$ cat src/rtl/project1.sv
// Iterative x/u/y stepper: IDLE -> CHECK <-> UPDATE -> DONE, all arithmetic modulo 256.
// Optional iteration-limit abort guarded by `PROJECT1_ITER_LIMIT_EN (err tied 0 when undefined).
module project1 #(
    parameter logic [7:0] DX = 8'd1,
    parameter logic [7:0] A  = 8'd4
) (
    input  logic       clk,
    input  logic       rst,
    input  logic       start,
    input  logic [7:0] x_in,
    input  logic [7:0] u_in,
    input  logic [7:0] y_in,
    output logic [7:0] x_out,
    output logic [7:0] u_out,
    output logic [7:0] y_out,
    output logic       done,
    output logic       err
);

    localparam logic [1:0] IDLE   = 2'd0;
    localparam logic [1:0] CHECK  = 2'd1;
    localparam logic [1:0] UPDATE = 2'd2;
    localparam logic [1:0] DONE   = 2'd3;

    logic [1:0] state;
    logic [7:0] xr, ur, yr;
    logic       at_limit;

`ifdef PROJECT1_ITER_LIMIT_EN
    logic [7:0] cnt;
    logic       err_q;

    assign at_limit = (cnt == 8'hFF);
    assign err      = err_q;
`else
    assign at_limit = 1'b0;
    assign err      = 1'b0;
`endif

    // All operands are 8 bits wide, so every product and sum wraps modulo 256.
    logic [7:0] u_next, y_next, x_next;
    assign x_next = xr + DX;
    assign u_next = ur - 8'd3 * xr * ur * DX - 8'd3 * yr * DX;
    assign y_next = yr + ur * DX;

    always_ff @(posedge clk) begin
        if (rst) begin
            state <= IDLE;
            xr    <= '0;
            ur    <= '0;
            yr    <= '0;
            x_out <= '0;
            u_out <= '0;
            y_out <= '0;
            done  <= 1'b0;
`ifdef PROJECT1_ITER_LIMIT_EN
            cnt   <= '0;
            err_q <= 1'b0;
`endif
        end else begin
            done <= 1'b0;
`ifdef PROJECT1_ITER_LIMIT_EN
            err_q <= 1'b0;
`endif
            case (state)
                IDLE: begin
                    if (start) begin
                        xr    <= x_in;
                        ur    <= u_in;
                        yr    <= y_in;
`ifdef PROJECT1_ITER_LIMIT_EN
                        cnt   <= '0;
`endif
                        state <= CHECK;
                    end
                end
                CHECK: begin
                    if (at_limit || !(xr < A)) begin
                        x_out <= xr;
                        u_out <= ur;
                        y_out <= yr;
                        done  <= 1'b1;
`ifdef PROJECT1_ITER_LIMIT_EN
                        err_q <= at_limit;
`endif
                        state <= DONE;
                    end else begin
                        state <= UPDATE;
                    end
                end
                UPDATE: begin
                    xr    <= x_next;
                    ur    <= u_next;
                    yr    <= y_next;
`ifdef PROJECT1_ITER_LIMIT_EN
                    cnt   <= cnt + 8'd1;
`endif
                    state <= CHECK;
                end
                default: state <= IDLE;
            endcase
        end
    end

endmodule

$ cat config.mk
export PLATFORM = sky130hd
export DESIGN_NAME = project1
export DESIGN_NICKNAME = d
export VERILOG_FILES = /design/src/rtl/project1.sv
export SDC_FILE = /design/constraint.sdc
export NUM_CORES = 1
export LEC_CHECK = 0
export CAP_MARGIN = 10
export CORE_UTILIZATION = 36
export CTS_BUF_LIST = sky130_fd_sc_hd__clkbuf_4 sky130_fd_sc_hd__clkbuf_8 sky130_fd_sc_hd__clkbuf_16
export CTS_CLUSTER_DIAMETER = 120
export CTS_CLUSTER_SIZE = 24
export DETAILED_ROUTE_END_ITERATION = 16
export GPL_TIMING_DRIVEN = 0
export PLACE_DENSITY = 0.67
export SLEW_MARGIN = 15
export SYNTH_ARGS = -nofsm -noshare
export SYNTH_HDL_FRONTEND = slang
export SYNTH_SLANG_ARGS = --single-unit
$ cat constraint.sdc
create_clock -name clk -period 12.6 [get_ports clk]
set_input_delay 3.78 -clock clk [delete_from_list [all_inputs] [get_ports clk]]
set_output_delay 3.78 -clock clk [all_outputs]
set_load 0.1 [all_outputs]
* After elaboration in Yosys (flattened, before gate mapping) *
Cells that the tools add are included.

operators by class
  magnitude comparators = 1
  mux-type cells = 10
  bitwise logic cells = 2
  $mul = 3
  eq/ne operators = 3
  reduce and logical (&&, ||, !) cells = 5
  add/sub/neg operators = 4

operators by type and width
  cell                                                         number
  case mux 8 bit (2 select lines)                              3
  2-to-1 mux 8 bit                                             3
  multiplier 2 x 8 -> 8 bit (first input constant)             2
  subtractor 8 bit                                             2
  adder 8 x 1 -> 8 bit (second input constant)                 1
  adder 8 bit                                                  1
  less-than comparator 8 x 3 -> 1 bit (second input constant)  1
  multiplier 8 x 8 -> 8 bit                                    1
  case mux 2 bit (3 select lines)                              1
  AND reduction 2 bit                                          2
  equality test 2 x 1 -> 1 bit (second input constant)         1
  equality test 2 bit (second input constant)                  1
  logical NOT 2 bit                                            1
  2-to-1 mux 1 bit                                             2
  2-to-1 mux 2 bit                                             1
  != test 2 bit (second input constant)                        1
  inverter 1 bit                                               2
  nonzero test 2 bit                                           1
  OR reduction 2 bit                                           1

storage, ports and cells
  input port bits = 27
  output and inout bits = 26
  flip-flop bits (word level) = 51

* Logic depth before layout (Yosys ltp) *
Gate-level depths: netlist (run 1).

  word-level depth = 5
  depth in mapped cells = 23

* Least setup slack after synthesis (run 1) *
OpenSTA, ideal clock, no wires.

  path kind = register -> register
  from = reg xr[0]
  to = reg ur[7]
  period minus slack after synthesis = 5,970 ps
  data required time = 12,521 ps
  arrival = 5,891 ps
  buffers on the path = 0
  cell stages (with the launch flop) = 24
  setup slack = 6,630 ps
  setup time = 79 ps
  cells stage by stage = dfxtp_1 > ha_1 > inv_1 > fa_1 > nand2b_1 > o2bb2ai_1 > xnor2_1 > and2_1 > fa_1 > inv_1 > fa_1 > inv_1 > fa_1 > fa_1 > fa_1 > inv_1 > ha_1 > a21oi_1 > o21ai_4 > xnor3_1 > mux2i_1 > nor2_1 > a311o_1 > a211oi_2

between the ends
  longest elaborated chain between the ends = 5

ends and longest elaborated chain
  what                             line  RTL
  from (decl)                      26    logic [7:0] xr, ur, yr;
  from (signal assigned)           68    xr <= x_in;
  from (signal assigned)           92    xr <= x_next;
  multiplier 2 x 8 -> 8 bit        43    assign u_next = ur - 8'd3 * xr * ur * DX - 8'd3 * yr * DX;
  multiplier 8 x 8 -> 8 bit        43
  subtractor 8 bit (2 in series)   43
  case mux 8 bit (2 select lines)  65    case (state)
  to (signal assigned)             69    ur <= u_in;
  to (signal assigned)             93    ur <= u_next;
  to (decl)                        26

No other way between the ends.
A chain may end at the register's enable or synchronous reset.

* Final worst setup path (run 1) *
Same ends and word-level chain as after synthesis.

==> impl_results.md, run 1 <==
- Outcome: complete, no violations
- Seq cells post-synth: 51
- Largest net degree at the start of global routing: 17
- Initial DRC Count: 171
- Design area: 0.005238 mm^2
- Final Hold Vio Count: 0
- Sw frac: 48.38%
- Pwr Total: 1.071 mW
- Fmax: 151.1 MHz
- Routability Congestion: 0.9190
- Share of cells above drive strength 1: 5.018%
- Post-cts resize count: 0
- Nets: 654
- Critical Path RT: 12820 ps
- TNS Setup: 0 ps
- Postcts setup bufs: 0
- Clock slew at reported path FFs: 70 ps
- 1st-pass router iterations: 4
- Max_slew headroom: 32.43%
- CTS Buf Count: 5
- Most used cell, CP: fa_1
- Area after DPL: 0.005089 mm^2
- Height of the die: 112.7 um
- HP Class: reg -> reg
- Seq. cell area: 0.001021 mm^2
- Syn_area_per_cell: 8.811 um^2
- Post-layout worst setup margin: 5980 ps
- Leak Pwr: 2.171 nW
- R2R Setup Slk: 5980 ps
- # diodes: 0
- Initial core utilization: 36.90%
- Wirelength per Cell: 17.26 um
- Unrepaired setup endpoints after global routing: false
- DRC violations left: 0
- Total wire length: 12170 um
- Worst r2r path cells: 23
- CTS max path bufs: 2
- EDFF count, synth: 0
- Critical Path Start: xr[0]
- Top_reg_cell synth: dfxtp_1
- Ports: 53
- R2r endpoint: ur[7]
- Initial antenna violation count: 0
- WP data arrival: 6840 ps
- CP max stage delay: 550 ps
- Asr flop ratio synth: 0%
- Layout Skew: 4.623 ps
- Pre-CTS setup slack: 6047 ps
- Setup crit start kind: flip-flop
- Worst path slowest cell: fa_1
- Logic pwr share: 68.2%
- Psw: 0.5182 mW
- Critical path class: reg -> reg
- Post-Syn Area: 0.004414 mm^2
- Die outline area: 0.01271 mm^2
- CP Cell Sequence: ha_1, inv_1, fa_1, nand2b_1, o2bb2ai_1, xnor2_1, and2_1, fa_1, inv_1, fa_1, inv_1, fa_1, fa_1, fa_1, inv_1, ha_1, nand2_1, o21ai_4, xnor3_1, mux2i_1, nor2_1, a311o_1, a211oi_2
- CTS root buf: clkbuf_16
- Worst setup EP type: flip-flop
- Synth unique cells: 64
- Grt ovf: 0
- First-pass GRT wire length: 19310 um
- Hold_buf cts: 0
- Syn Nets: 598
- Synth warn: 0
- Power Internal: 0.5528 mW
- GRT Util Overall: 19.72%
- Clk sink count: 51
- Core box area: 0.01196 mm^2
- Setup violators final: 0
- Worst-path fanout max: 7
- Die width: 112.7 um
- Setup crit end: ur[7]
- Share of power burned in registers: 18.6%
- CTS tree: done
- Vias in the first global route: 3794
- Final critical-path required period: 6620 ps
- CTS H-tree lvls: 2
- Fill count: 1138
- Max-slew violation count: 0
- Pwr dens: 204.5 mW/mm^2
- Cells after Synth: 501
- Max rail drop VDD: 101.0 uV
- Max-cap violations: 0
- Commonest non-fill, non-tap cell in the layout: inv_1
- Sequential-to-total area share from yosys stat: 23.13%
- Clk pwr share: 13.2%
- Detail Route Antenna Nets: 0
- Detailed-route vias per instance: 5.302
- Clk_lat worst skew: 290 ps
- Num rows: 40
- Area grow syn2layout: 18.65%
- DR vias: 3738
- # port buffers: 49
- Area of the multi-input gates: 0.003022 mm^2
- Worst flop-to-flop path startpoint: xr[0]
- DP HPWL: 9414 um
- Most frequent cells in the layout: inv_1 (62), nor2_1 (56), dfxtp_1 (51), clkdlybuf4s50_1 (49), ha_1 (39)
- Worst Tran Pin Value: 1010 ps
- Final period util: 52.54%
- Hold WS: 494.3 ps
## metal layers
metal | up-vias | part of all wire [%] | track usage, %
li1 | 1775 | - | -
met1 | 1797 | 43 | 24.44
met2 | 135 | 48 | 33.46
met3 | 31 | 6.0 | 4.285
met4 | 0 | 2.6 | 7.733
met5 | - | 0 | 0
## cell usage after synthesis (3+ instances only)
cell type	n	share of area (%)
o22ai_1	4	0.57
o21ai_0	7	0.79
fa_1	31	14
a221oi_1	3	0.60
a21o_1	3	0.51
dfxtp_1	51	23
xnor2_1	23	4.6
a21oi_1	26	2.9
mux2i_1	25	5.7
nor3_1	5	0.57
a311oi_1	3	0.60
nand2_1	38	3.2
inv_1	62	5.3
and2_1	13	1.8
o221ai_1	6	1.2
xor2_1	10	2.0
clkbuf_1	15	1.3
ha_1	39	11
nor2b_1	4	0.57
o21bai_1	5	0.85
a211oi_1	9	1.5
nor2_1	56	4.8
clkbuf_8	4	1.2
nand2b_1	6	0.85
nor3b_1	3	0.51
## cell families (layout without fill, tap and decap cells)
family / after synthesis / after routing / synth area share, %
compound gates: 88 / 88 / 14.03
xor+xnor: 36 / 36 / 7.965
fa+ha+maj: 71 / 71 / 25.34
buf+inv: 87 / 144 / 8.418
flops: 51 / 51 / 23.13
mux: 26 / 26 / 6.009
other cells: 1 / 1 / 0.08495
simple gates: 141 / 141 / 15.02
## metrics by stage
step           util (%)  instances
4_1_cts           43.79        705
2_1_floorplan         -        501
5_1_grt           43.79        705
3_5_place_dp      42.54        697
3_3_place_gp      42.54        697
6_report          43.79        705
## power groups by stage
stage	clock [mW]	combinational, mW	sequential [mW]
floorplan	0	0.528	0.218
global placement	0	0.694	0.202
detailed placement	0	0.718	0.202
CTS	0.144	0.726	0.199
global route	0.151	0.799	0.201
finish	0.142	0.730	0.199
## sequential cells by signal, indices dropped and copies added (netlist names)
name	flops
state	2
yr	8
x_out	8
u_out	8
done	1
xr	8
ur	8
y_out	8
## cell type report
cell class | count | share of cell area (%)
Buffer | 23 | 2.508
Clock buffer | 6 | 2.532
Clock inverter | 2 | 0.3106
Inverter | 64 | 4.587
Multi-Input combinational cell | 363 | 57.69
Sequential cell | 51 | 19.49
Tap cell | 147 | 3.512
Timing Repair Buffer | 49 | 9.365
## worst min-delay path by stage
stage / start / to / slack, ps / depth (start not counted)
floorplan: xr[7] / xr[7] / 470 / 2
global placement: u_out[1] / u_out[1] / 480 / 2
detailed placement: x_out[7] / x_out[7] / 480 / 2
CTS: x_out[4] / x_out[4] / 500 / 2
global route: y_out[5] / y_out[5] / 520 / 2
finish: x_out[4] / x_out[4] / 490 / 2
## worst max-delay path, delay by kind of cell, from the launching register on
family,cells,cell delay (ps)
mux,1,130
compound gates,4,1000
buf+inv,4,300
xor+xnor,2,680
flops,1,470
fa+ha+maj,8,3400
simple gates,4,560
Note: power is estimated with default switching activity, not from simulation.
==> inputs of run 2 (changes only) <==
==> constraint.sdc (replaced) <==
create_clock -name clk -period 6.9 [get_ports clk]
set_input_delay 2.07 -clock clk [delete_from_list [all_inputs] [get_ports clk]]
set_output_delay 2.07 -clock clk [all_outputs]
set_load 0.1 [all_outputs]
==> impl_results.md, run 2 (same netlist as run 1, synthesis figures left out) <==
- Initial DRC Count: 200 (was 171)
- Leak Pwr: 2.178 nW (was 2.171 nW)
- Post-cts resize count: 0 (unchanged)
- Max_slew headroom: 32.41% (was 32.43%)
- Setup crit end: ur[7] (unchanged)
- Die outline area: 0.01271 mm^2 (unchanged)
- Height of the die: 112.7 um (unchanged)
- CTS max path bufs: 2 (unchanged)
- Grt ovf: 0 (unchanged)
- Hold_buf cts: 0 (unchanged)
- TNS Setup: 0 ps (unchanged)
- Clk_lat worst skew: 290 ps (about the same)
- Vias in the first global route: 3794 (unchanged)
- Wirelength per Cell: 17.16 um (was 17.26 um)
- CTS root buf: clkbuf_16 (unchanged)
- Worst setup EP type: flip-flop (unchanged)
- Detail Route Antenna Nets: 0 (unchanged)
- Worst-path fanout max: 7 (unchanged)
- HP Class: reg -> reg (unchanged)
- Largest net degree at the start of global routing: 17 (unchanged)
- Initial antenna violation count: 0 (unchanged)
- CTS Buf Count: 5 (unchanged)
- Share of cells above drive strength 1: 5.197% (was 5.018%)
- Critical path class: reg -> reg (unchanged)
- Final period util: 95.27% (was 52.54%)
- Setup crit start kind: flip-flop (unchanged)
- Critical Path RT: 7120 ps (was 12820 ps)
- Core box area: 0.01196 mm^2 (unchanged)
- # diodes: 0 (unchanged)
- Met2 usage: 33.46% (unchanged)
- Clk sink count: 51 (unchanged)
- R2R Setup Slk: 330 ps (was 5980 ps)
- Worst r2r path cells: 23 (unchanged)
- First-pass GRT wire length: 19310 um (unchanged)
- Routability Congestion: 0.9190 (unchanged)
- 1st-pass router iterations: 4 (unchanged)
- CTS H-tree lvls: 2 (unchanged)
- Area grow syn2layout: 18.82% (was 18.65%)
- Final Hold Vio Count: 0 (unchanged)
- Worst Tran Pin Value: 1011 ps (was 1010 ps)
- Num rows: 40 (unchanged)
- GRT Util Overall: 19.72% (unchanged)
- Fmax: 152.1 MHz (was 151.1 MHz)
- DP HPWL: 9414 um (unchanged)
- Postcts setup bufs: 0 (unchanged)
- GRT busiest layer: met2 (unchanged)
- Outcome: complete, no violations (unchanged)
- Final critical-path required period: 6574 ps (was 6620 ps)
- CTS tree: done (unchanged)
- Worst flop-to-flop path startpoint: xr[0] (unchanged)
- WP data arrival: 6790 ps (was 6840 ps)
- Nets: 654 (unchanged)
- R2r endpoint: ur[7] (unchanged)
- Met3 usage: 4.285% (unchanged)
- Total wire length: 12100 um (was 12170 um)
- Max rail drop VDD: 182.9 uV (was 101.0 uV)
- DRC violations left: 0 (unchanged)
- Unrepaired setup endpoints after global routing: false (unchanged)
- Detailed-route vias per instance: 5.289 (was 5.302)
- Die width: 112.7 um (unchanged)
- Pwr dens: 371.8 mW/mm^2 (was 204.5 mW/mm^2)
- Initial core utilization: 36.90% (unchanged)
- Layout Skew: 3.805 ps (was 4.623 ps)
- Design area: 0.005245 mm^2 (was 0.005238 mm^2)
- Met1 Use GR: 24.44% (unchanged)
- Area after DPL: 0.005089 mm^2 (unchanged)
- Ports: 53 (unchanged)
- Max-slew violation count: 0 (unchanged)
- Clock slew at reported path FFs: 70 ps (about the same)
- # port buffers: 49 (unchanged)
- Max-cap violations: 0 (unchanged)
- Commonest non-fill, non-tap cell in the layout: inv_1 (unchanged)
- DR vias: 3729 (was 3738)
- Critical Path Start: xr[0] (unchanged)
- Most frequent cells in the layout: inv_1 (62), nor2_1 (56), dfxtp_1 (51), clkdlybuf4s50_1 (49), ha_1 (39) (unchanged)
- Setup violators final: 0 (unchanged)
[run 2: cell types whose count changed in the layout (fill, tap and decap cells not counted)]
cell	previous run	this run
xnor2_1	23	22
xnor2_2	1	2
[run 2: final cells by class]
class | instances | area, um^2
plain buffers | 23 | 131.4
fillers | 1134 | 6716
repair buffers | 49 | 490.5
multi-input cells | 363 | 3029
flip-flops and latches | 51 | 1021
well taps | 147 | 183.9
clock inverters | 2 | 16.27
clock buffers | 6 | 132.6
inverters | 64 | 240.2
[run 2: power by group]
part	switching, mW	internal, mW
registers	0.0427	0.321
logic	0.780	0.549
clock network	0.117	0.140
[run 2: worst max-delay path, cell delays in order (launching register included)]
cell and delay, ps:
dfxtp_1 460, ha_1 310, inv_1 80, fa_1 420, nand2b_1 170, o2bb2ai_1 190
xnor2_2 210, and2_1 200, fa_1 510, inv_1 50, fa_1 500, inv_1 50
fa_1 460, fa_1 520, fa_1 550, inv_1 50, ha_1 340, nand2_1 110
o21ai_4 290, xnor3_1 280, mux2i_1 130, nor2_1 60, a311o_1 330, a211oi_2 210
[run 2: layer usage]
metal	vias up	routed length (um)
li1	1774	-
met1	1804	5042
met2	130	5935
met3	21	864
met4	0	255
met5	-	0
[run 2: stage by stage]
| stage | cells | power [mW] | utilization [%] | hold WS (ps) | worst slack, ps |
|---|---|---|---|---|---|
| 2_1_floorplan | 501 | 1.362 | - | 469.2 | 929.9 |
| 3_5_place_dp | 697 | 1.681 | 42.54 | 483.2 | 347.2 |
| 3_3_place_gp | 697 | 1.636 | 42.54 | 479.2 | 419.3 |
| 5_1_grt | 705 | 2.104 | 43.85 | 523.3 | 71.57 |
| 4_1_cts | 705 | 1.950 | 43.79 | 499.6 | 287.8 |
| 6_report | 705 | 1.950 | 43.85 | 494.1 | 326.5 |
[run 2: worst min path at each step]
stage	startpoint	cells past startpoint	end	slack (ps)
final	x_out[4]	2	x_out[4]	490
after global routing	y_out[5]	2	y_out[5]	520
after CTS	x_out[4]	2	x_out[4]	500
after detailed placement	x_out[7]	2	x_out[7]	480
after global placement	u_out[1]	2	u_out[1]	480
after floorplan	xr[7]	2	xr[7]	470
==> inputs of run 3 (changes only) <==
--- a/config.mk
+++ b/config.mk
@@ -13,7 +13,6 @@
 export DETAILED_ROUTE_END_ITERATION = 16
 export GPL_TIMING_DRIVEN = 0
 export PLACE_DENSITY = 0.67
-export SLEW_MARGIN = 15
 export SYNTH_ARGS = -nofsm -noshare
 export SYNTH_HDL_FRONTEND = slang
 export SYNTH_SLANG_ARGS = --single-unit
==> results of run 3 <==
The final DEF is identical to that of run 2; final timing and power are the same.
